### src/rtl/seq_game_pkg.sv
// Shared definitions for the memory-sequence game: widths, display FSM states
// and the nibble selector used by both the display and the player-input checker.
package seq_game_pkg;

  localparam int unsigned MAX_LVL    = 5;
  localparam int unsigned NIBBLE_W   = 4;
  localparam int unsigned SEQ_W      = 20;
  localparam int unsigned RAM_ADDR_W = 5;

  typedef enum logic [2:0] {
    S_IDLE,
    S_FETCH,
    S_WAIT1,
    S_WAIT2,
    S_CATCH,
    S_SHOW,
    S_GAP,
    S_DONE
  } disp_state_t;

  // Digit idx of the sequence word, digit 0 in the most significant nibble.
  function automatic logic [NIBBLE_W-1:0] nibble_sel(input logic [SEQ_W-1:0] seq,
                                                     input logic [2:0]       idx);
    logic [SEQ_W-1:0] sh;
    sh = '0;
    if (idx < 3'(MAX_LVL)) begin
      sh = seq >> (NIBBLE_W * (MAX_LVL - 1 - 32'(idx)));
    end
    return sh[NIBBLE_W-1:0];
  endfunction

endpackage

### src/rtl/seq_disp_timer.sv
// Loadable down-counter with terminal-count flag; times both digit on-time and gap.
module seq_disp_timer #(
  parameter int unsigned W = 3
) (
  input  logic         clk,
  input  logic         rst,
  input  logic         load,
  input  logic [W-1:0] load_val,
  output logic         tc
);

  logic [W-1:0] cnt;

  always_ff @(posedge clk) begin
    if (!rst) begin
      cnt <= '0;
    end else if (load) begin
      cnt <= load_val;
    end else if (cnt != '0) begin
      cnt <= cnt - 1'b1;
    end
  end

  assign tc = (cnt == '0);

endmodule

### src/rtl/sequence_display.sv
// Level-display producer: fetches the sequence word and shows the first LVL digits
// with on/gap timing, then pulses display_done. Replay of the cached word: SEQ_DISP_REPLAY_EN.
module sequence_display
  import seq_game_pkg::*;
#(
  parameter int unsigned ON_CYCLES  = 4,
  parameter int unsigned OFF_CYCLES = 2
) (
  input  logic                  clk,
  input  logic                  rst,
  input  logic                  start,
  input  logic [2:0]            LVL,
  input  logic [SEQ_W-1:0]      S_in,
  input  logic                  replay,
  output logic [RAM_ADDR_W-1:0] RAM_addr,
  output logic                  RAM_r,
  output logic [NIBBLE_W-1:0]   digit,
  output logic                  digit_valid,
  output logic                  busy,
  output logic                  display_done
);

  localparam int unsigned CNT_MAX = (ON_CYCLES > OFF_CYCLES) ? ON_CYCLES : OFF_CYCLES;
  localparam int unsigned CNT_W   = $clog2(CNT_MAX + 1);

  disp_state_t         state, state_d;
  logic [SEQ_W-1:0]    seq, seq_d;
  logic [2:0]          idx, idx_d;
  logic [2:0]          n, n_d;
  logic [2:0]          n_lvl;
  logic                ram_r_d;
  logic [NIBBLE_W-1:0] digit_d;
  logic                tmr_load, tmr_tc;
  logic [CNT_W-1:0]    tmr_val;

  assign n_lvl = (LVL > 3'(MAX_LVL)) ? 3'(MAX_LVL) : LVL;

`ifdef SEQ_DISP_REPLAY_EN
  logic cache_vld;

  always_ff @(posedge clk) begin
    if (!rst) begin
      cache_vld <= 1'b0;
    end else if (state == S_WAIT2) begin
      cache_vld <= 1'b1;
    end
  end
`else
  logic unused_replay;
  assign unused_replay = replay;
`endif

  always_comb begin
    state_d = state;
    seq_d   = seq;
    idx_d   = idx;
    n_d     = n;
    ram_r_d = 1'b0;
    case (state)
      S_IDLE: begin
        if (start) begin
          state_d = S_FETCH;
          ram_r_d = 1'b1;
        end
`ifdef SEQ_DISP_REPLAY_EN
        // Replay skips the RAM and enters CATCH directly, keeping the cached word.
        else if (replay && cache_vld) begin
          state_d = S_CATCH;
          idx_d   = '0;
          n_d     = n_lvl;
        end
`endif
      end
      S_FETCH: state_d = S_WAIT1;
      S_WAIT1: state_d = S_WAIT2;
      S_WAIT2: begin
        state_d = S_CATCH;
        seq_d   = S_in;
        idx_d   = '0;
        n_d     = n_lvl;
      end
      S_CATCH: state_d = (n != '0) ? S_SHOW : S_DONE;
      S_SHOW:  if (tmr_tc) state_d = S_GAP;
      S_GAP: begin
        if (tmr_tc) begin
          idx_d   = idx + 3'd1;
          state_d = (idx_d < n) ? S_SHOW : S_DONE;
        end
      end
      S_DONE:  state_d = S_IDLE;
      default: state_d = S_IDLE;
    endcase

    // Outputs are registered from the next state so they change on the transition edge.
    digit_d  = (state_d == S_SHOW) ? nibble_sel(seq_d, idx_d) : '0;
    tmr_load = (state_d != state);
    tmr_val  = (state_d == S_SHOW) ? CNT_W'(ON_CYCLES - 1)  :
               (state_d == S_GAP)  ? CNT_W'(OFF_CYCLES - 1) : '0;
  end

  always_ff @(posedge clk) begin
    if (!rst) begin
      state        <= S_IDLE;
      seq          <= '0;
      idx          <= '0;
      n            <= '0;
      RAM_addr     <= '0;
      RAM_r        <= 1'b0;
      digit        <= '0;
      digit_valid  <= 1'b0;
      busy         <= 1'b0;
      display_done <= 1'b0;
    end else begin
      state        <= state_d;
      seq          <= seq_d;
      idx          <= idx_d;
      n            <= n_d;
      RAM_addr     <= '0;
      RAM_r        <= ram_r_d;
      digit        <= digit_d;
      digit_valid  <= (state_d == S_SHOW);
      busy         <= (state_d != S_IDLE);
      display_done <= (state_d == S_DONE);
    end
  end

  seq_disp_timer #(.W(CNT_W)) u_timer (
    .clk      (clk),
    .rst      (rst),
    .load     (tmr_load),
    .load_val (tmr_val),
    .tc       (tmr_tc)
  );

endmodule

### config.mk
export PLATFORM = sky130hd
export DESIGN_NAME = sequence_display
export DESIGN_NICKNAME = d
export VERILOG_FILES = /design/src/rtl/seq_game_pkg.sv /design/src/rtl/seq_disp_timer.sv /design/src/rtl/sequence_display.sv
export SDC_FILE = /design/constraint.sdc
export NUM_CORES = 1
export LEC_CHECK = 0
export CORE_ASPECT_RATIO = 0.8
export CORE_MARGIN = 10
export CORE_UTILIZATION = 35
export DETAILED_ROUTE_END_ITERATION = 8
export SYNTH_ARGS = -nofsm -noshare
export SYNTH_HDL_FRONTEND = slang
export SYNTH_SLANG_ARGS = --single-unit
export TNS_END_PERCENT = 50
### constraint.sdc
create_clock -name clk -period 6.7 [get_ports clk]
set_input_delay 0.67 -clock clk [delete_from_list [all_inputs] [get_ports clk]]
set_output_delay 0.67 -clock clk [all_outputs]
set_load 0.005 [all_outputs]
Word level (Yosys, flattened, before mapping)
Index checks and enable logic that the tools add are counted.

Register bits: 40. Output and inout bits: 13.

Add/subtract/negate cells: 3. Magnitude comparators: 3. Eq/ne operators: 11. Shift-type cells: 1. Multiplexer cells: 15. Reduce and logical (&&, ||, !) cells: 8.

Operators with widths (count): 20-bit by 32-bit right shift with 4-bit output (1); 3-bit case mux with 8 select lines (1); 3-bit == test (second input constant) (7); 3-bit two-way mux (7); 20-bit two-way mux (1); 3-bit nonzero test (3); 3-bit by 2-bit == test with 1-bit output (second input constant) (2); 3-bit zero test (2); 2-bit two-way mux (3); 3-bit case mux with 2 select lines (1); 3-bit by 3-bit subtractor with 4-bit output (first input constant) (1); 3-bit by 1-bit adder with 3-bit output (second input constant) (1); 3-bit by 1-bit == test with 1-bit output (second input constant) (1); 3-bit > comparator (second input constant) (1); 3-bit less-than comparator (1); 3-bit less-than comparator (second input constant) (1); 3-bit inequality test (1); 3-bit AND reduction (1); 3-bit by 1-bit subtractor with 3-bit output (second input constant) (1); 1-bit two-way mux (2); 2-bit AND reduction (1); 2-bit nonzero test (1).

Longest topological paths before layout
Depth after elaboration: 9. Gate-level depth with buffers: 10. Gate-level depth less buffers: 9.

Cells and area by module
From an unflattened synthesis, not the netlist that was laid out.

Cell total of the unflattened synthesis: 236. Area total of the unflattened synthesis: 2149.6 um2.

Modules (own cells, without submodules): sequence_display (times used 1, cells each 214, area an instance 1944.4 um2); seq_disp_timer (times used 1, cells each 22, area an instance 205.2 um2).

Least setup slack after synthesis
Ideal clock, no wire load.

Kind: flip-flop to flip-flop. From: reg idx[0]. To: reg digit[1]. Setup time: 0.060 ns. Arrival: 2.324 ns. Slack: 4.316 ns. Stages on the path, launching flop included: 10. Buffers on the path: 0. Cell sequence: dfxtp_1 -> ha_1 -> xor2_1 -> ha_1 -> and2_1 -> a2111o_1 -> a311oi_2 -> and3_1 -> a21boi_4 -> o311a_1.

Word-level cells in the longest chain between the ends: 7.

Ends and longest elaborated chain: start, declared (RTL line sequence_display.sv:28) `logic [2:0] idx, idx_d;`; start signal, assigned (RTL line sequence_display.sv:116) `idx <= idx_d;`; branches (longest 7 deep; another with 3-bit by 3-bit subtractor with 4-bit output); end signal, assigned (RTL line sequence_display.sv:120) `digit <= digit_d;`; end, declared (RTL line sequence_display.sv:17) `output logic [NIBBLE_W-1:0] digit,`.

Several ways; the timed one is not identified. A chain may end at the register's enable or synchronous reset.

Worst setup path in the final report
From: reg u_timer.cnt[0]. To: reg digit[0].

Word-level cells in the longest chain between the ends: 5.

Ends and longest elaborated chain: start, declared (RTL line seq_disp_timer.sv:12) `logic [W-1:0] cnt;`; start signal, assigned (RTL line seq_disp_timer.sv:18) `cnt <= load_val;`; start signal, assigned (RTL line seq_disp_timer.sv:20) `cnt <= cnt - 1'b1;`; 3-bit zero test (*) (RTL line seq_disp_timer.sv:24) `assign tc = (cnt == '0);`; 3-bit two-way mux (on tied branches) (RTL line sequence_display.sv:85, sequence_display.sv:83); 3-bit case mux with 2 select lines / 3-bit case mux with 8 select lines (equally long branches) (RTL line sequence_display.sv:59) `case (state)`; 3-bit by 3-bit subtractor with 4-bit output, or another cell as far along (RTL line seq_game_pkg.sv:27) `sh = seq >> (NIBBLE_W * (MAX_LVL - 1 - 32'(idx)));`; 20-bit by 32-bit right shift with 4-bit output / 3-bit AND reduction (equally long branches).

Mark *: on every way between the ends. The rest lies on a longest branch, timed or not.

==> metrics.txt <==
# TYPE chip_impl_metric gauge
chip_impl_metric{name="totalNegativeSetupSlack",unit="ps"} 0
chip_impl_metric{name="fin_nets",unit=""} 269
chip_impl_metric{name="number_of_flops_mapped_to_enable_cells_by_yosys",unit=""} 0
chip_impl_metric{name="ir_worst_vdd",unit="mV"} 0.126
chip_impl_info{name="root_buffer",value="sky130_fd_sc_hd__clkbuf_8"} 1
chip_impl_metric{name="grt_start_max_net_pins",unit=""} 35
chip_impl_metric{name="grt_antenna_before_repair",unit=""} 0
chip_impl_metric{name="first_global_vias",unit=""} 1366
chip_impl_metric{name="post-cts-setup-buffer-count",unit=""} 0
chip_impl_metric{name="worstSkewPairLatency",unit="ps"} 290
chip_impl_metric{name="power_leakage",unit="nW"} 1.08
chip_impl_metric{name="route.final.wire_length",unit="mm"} 4.10
chip_impl_metric{name="cts_hold_buf",unit=""} 0
chip_impl_metric{name="width_of_the_die",unit="um"} 104
chip_impl_metric{name="worst_clock_skew",unit="ps"} 8.95
chip_impl_info{name="worst_setup_path_start_kind",value="register"} 1
chip_impl_metric{name="max_clock_freq",unit="GHz"} 0.349
chip_impl_metric{name="antenna_cells",unit=""} 0
chip_impl_metric{name="dieArea",unit="um^2"} 9100
chip_impl_info{name="cp_cell_sequence",value="inv_1 > ha_1 > nor4bb_1 > mux2_2 > a22oi_2 > ha_1 > xor2_1 > o21ai_0 > o311a_1"} 1
chip_impl_metric{name="route.detailed.wl_per_inst",unit="um"} 13.0
chip_impl_metric{name="cp.buffers_inverters",unit=""} 1
chip_impl_metric{name="layout_worst_path_cycle_share",unit="%"} 42.8
chip_impl_metric{name="worst_ep_required_time",unit="ps"} 6890
chip_impl_metric{name="rows",unit=""} 24
chip_impl_info{name="timing.critical_path.max_delay_family",value="compound AO/OA/AOI/OAI gates"} 1
chip_impl_metric{name="port-buffer-count",unit=""} 33
chip_impl_metric{name="globalplace.congestion",unit=""} 0.748
chip_impl_metric{name="detailroute.via_count",unit=""} 1454
chip_impl_metric{name="timing.critical_path.fanout_max",unit=""} 13
chip_impl_metric{name="starting_density",unit="%"} 36.3
chip_impl_metric{name="yosysSeqAreaShare",unit="%"} 40.4
chip_impl_info{name="cell_with_the_largest_stage_delay_on_the_worst_path",value="sky130_fd_sc_hd__a22oi_2"} 1
chip_impl_metric{name="timing_hold_violations_final",unit=""} 0
chip_impl_metric{name="power-per-cell-area",unit="nW/um^2"} 218
chip_impl_metric{name="synth.avg_cell_area",unit="um^2"} 9.63
chip_impl_metric{name="sum_of_net_half_perimeters_after_detailed_placement",unit="mm"} 3.01
chip_impl_info{name="yosys_most_used_dff",value="sky130_fd_sc_hd__dfxtp_1"} 1
chip_impl_metric{name="post_synth_num_cell_types",unit=""} 44
chip_impl_info{name="critPathMostFrequentCell",value="sky130_fd_sc_hd__ha_1"} 1
chip_impl_metric{name="clk_pin_slew_worst_setup_hold_paths",unit="ps"} 80
chip_impl_info{name="grt_setup_unrepaired",value="false"} 1
chip_impl_info{name="timing.hold.worst.class",value="reg2reg"} 1
chip_impl_metric{name="yosys_register_bits",unit=""} 40
chip_impl_metric{name="antenna_left",unit=""} 0
chip_impl_metric{name="coreArea",unit="um^2"} 5470
chip_impl_metric{name="cap_viol_max_count",unit=""} 0
chip_impl_metric{name="track_usage",unit="%"} 9.23
chip_impl_metric{name="synthDominantCellAreaShare",unit="%"} 40.4
chip_impl_metric{name="chipHeight",unit="um"} 87.3
chip_impl_metric{name="ctsResizeCount",unit=""} 0
chip_impl_metric{name="critPathMaxStageDelay",unit="ps"} 600
chip_impl_metric{name="area_delta_synth_final",unit="%"} 23.8
chip_impl_metric{name="layout-drive-gt1-share",unit="%"} 6.75
chip_impl_metric{name="numCtsBuffers",unit=""} 5
chip_impl_metric{name="grt_pass1_wl",unit="mm"} 6.90
chip_impl_info{name="crit_path_end_kind",value="register"} 1
chip_impl_metric{name="detail_route.vias_per_cell",unit=""} 4.62
chip_impl_info{name="synth_top_cell_by_area",value="sky130_fd_sc_hd__dfxtp_1"} 1
chip_impl_metric{name="detail_route.first_pass.iterations",unit=""} 4
chip_impl_metric{name="max-clock-path-buffers",unit=""} 2
chip_impl_info{name="critical_path_class",value="reg2reg"} 1
chip_impl_metric{name="global_route.overflow_total",unit=""} 0
chip_impl_metric{name="synthesis.yosys.warnings",unit=""} 0
chip_impl_metric{name="pre_cts_ws",unit="ps"} 3820
chip_impl_info{name="run_status",value="finished clean"} 1
chip_impl_metric{name="worst_ep_arrival_time",unit="ps"} 3050
chip_impl_metric{name="synth_cells",unit=""} 206
chip_impl_info{name="ys_top_cells_by_area",value="sky130_fd_sc_hd__dfxtp_1 (40%), sky130_fd_sc_hd__mux2i_1 (13%), sky130_fd_sc_hd__nor2b_1 (7.9%), sky130_fd_sc_hd__ha_1 (3.8%), sky130_fd_sc_hd__and2_1 (3.5%)"} 1
chip_impl_info{name="synth.most_common_cell",value="sky130_fd_sc_hd__dfxtp_1"} 1
chip_impl_metric{name="detail_route.drc_violations",unit=""} 0
chip_impl_metric{name="timing.slew.headroom",unit="%"} 48.1
chip_impl_metric{name="final.setup.worst_slack",unit="ps"} 3830
chip_impl_metric{name="worst-slew-pin-transition",unit="ps"} 778
chip_impl_metric{name="cts_num_sinks",unit=""} 40
chip_impl_metric{name="cts_max_level",unit=""} 2
chip_impl_metric{name="synth.cell_area",unit="um^2"} 1980
chip_impl_metric{name="asyncSetResetFlopFracSynth",unit="%"} 0
chip_impl_info{name="tritoncts",value="built"} 1
chip_impl_metric{name="drv_slew",unit=""} 0
chip_impl_metric{name="final.min_clock_period",unit="ps"} 2870
chip_impl_metric{name="finalSetupViolations",unit=""} 0
chip_impl_metric{name="drtIter0Drc",unit=""} 40
chip_impl_info{name="yosys-top-cells-count",value="sky130_fd_sc_hd__dfxtp_1 (40), sky130_fd_sc_hd__mux2i_1 (26), sky130_fd_sc_hd__nor2b_1 (25)"} 1
chip_impl_metric{name="io_pins",unit=""} 40
## per-stage QoR
| stage | std cells | cell area, um^2 | hold slack, ps | power, mW | utilization [%] |
|---|---|---|---|---|---|
| floorplan | 210 | 2000 | 475 | 0.320 | - |
| global placement | 307 | 2350 | 491 | 0.345 | 43.0 |
| detailed placement | 307 | 2350 | 504 | 0.346 | 43.0 |
| CTS | 315 | 2460 | 524 | 0.542 | 44.9 |
| global route | 315 | 2460 | 546 | 0.561 | 44.9 |
| finish | 315 | 2460 | 516 | 0.536 | 44.9 |
## path summary, 6_finish.rpt
| kind | from | end | slack [ps] | cells past startpoint |
|---|---|---|---|---|
| max | u_timer.cnt[0]$_SDFFE_PN0P_ | digit[0]$_SDFF_PN0_ | 3830 | 9 |
| min | seq[6]$_SDFF_PN0_ | seq[6]$_SDFF_PN0_ | 520 | 2 |
| max reg2reg | u_timer.cnt[0]$_SDFFE_PN0P_ | digit[0]$_SDFF_PN0_ | 3830 | 9 |
| min reg2reg | seq[6]$_SDFF_PN0_ | seq[6]$_SDFF_PN0_ | 520 | 2 |
## cells by family after synthesis
family / synth area share [%]
AOI/OAI and AO/OA: 11.9
xor gates and xnor gates: 1.77
adders and majority gates: 3.79
buffers and inverters: 5.80
DFF: 40.4
muxes: 15.4
other: 0.189
and+or+nand+nor: 20.8
## flip-flops by register name, indices dropped and copies added (netlist names)
| signal | flops |
|---|---|
| state | 3 |
| seq | 20 |
| digit | 4 |
| digit_valid | 1 |
| u_timer.cnt | 3 |
| RAM_r | 1 |
| busy | 1 |
| idx | 3 |
| display_done | 1 |
| n | 3 |
## power breakdown
group | internal [mW] | switching (mW) | total (mW)
Combinational | 0.0446 | 0.0395 | 0.0840
Clock | 0.111 | 0.0852 | 0.196
Sequential | 0.247 | 0.00861 | 0.256
## worst min-delay path, delay by kind of cell, from the launching register on
| family | cells | cell delay, ps |
|---|---|---|
| flip-flops | 1 | 310 |
| AND/OR/NAND/NOR | 1 | 100 |
| multiplexers | 1 | 70 |
## area by class of cell
type / instances / area (um^2)
fill: 562 / 3010
multi-input combinational: 148 / 1080
tap: 78 / 97.6
timing repair buffer: 35 / 345
clock buffer: 6 / 72.6
clock inverter: 2 / 35.0
sequential: 40 / 801
inverter: 6 / 22.5
## routing by layer
layer | global-route usage (%) | wire [um] | share of wire (%)
met5 | 0 | 0 | 0
met2 | 12.4 | 1570 | 38
met3 | 3.99 | 315 | 7.7
met1 | 12.6 | 2160 | 53
met4 | 3.40 | 57 | 1.4
## placed cells by master (no fill, tap or decap), types with 2 or more instances in the layout
master,n
sky130_fd_sc_hd__o311a_1,4
sky130_fd_sc_hd__a21boi_1,2
sky130_fd_sc_hd__mux2_2,4
sky130_fd_sc_hd__xor2_1,2
sky130_fd_sc_hd__buf_4,2
sky130_fd_sc_hd__nor2b_1,25
sky130_fd_sc_hd__dfxtp_1,40
sky130_fd_sc_hd__clkdlybuf4s50_1,33
sky130_fd_sc_hd__mux2i_1,26
sky130_fd_sc_hd__conb_1,5
sky130_fd_sc_hd__nor2_1,5
sky130_fd_sc_hd__nand4_1,2
sky130_fd_sc_hd__nor3b_1,2
sky130_fd_sc_hd__nand2_1,13
sky130_fd_sc_hd__and3_1,3
sky130_fd_sc_hd__and2_1,11
sky130_fd_sc_hd__clkbuf_8,5
sky130_fd_sc_hd__nand2b_1,3
sky130_fd_sc_hd__a21oi_1,4
sky130_fd_sc_hd__inv_1,6
sky130_fd_sc_hd__ha_1,6
sky130_fd_sc_hd__xnor2_1,2
sky130_fd_sc_hd__nor3_1,2
sky130_fd_sc_hd__o21ai_0,9
Note: power is estimated with default switching activity, not from simulation.
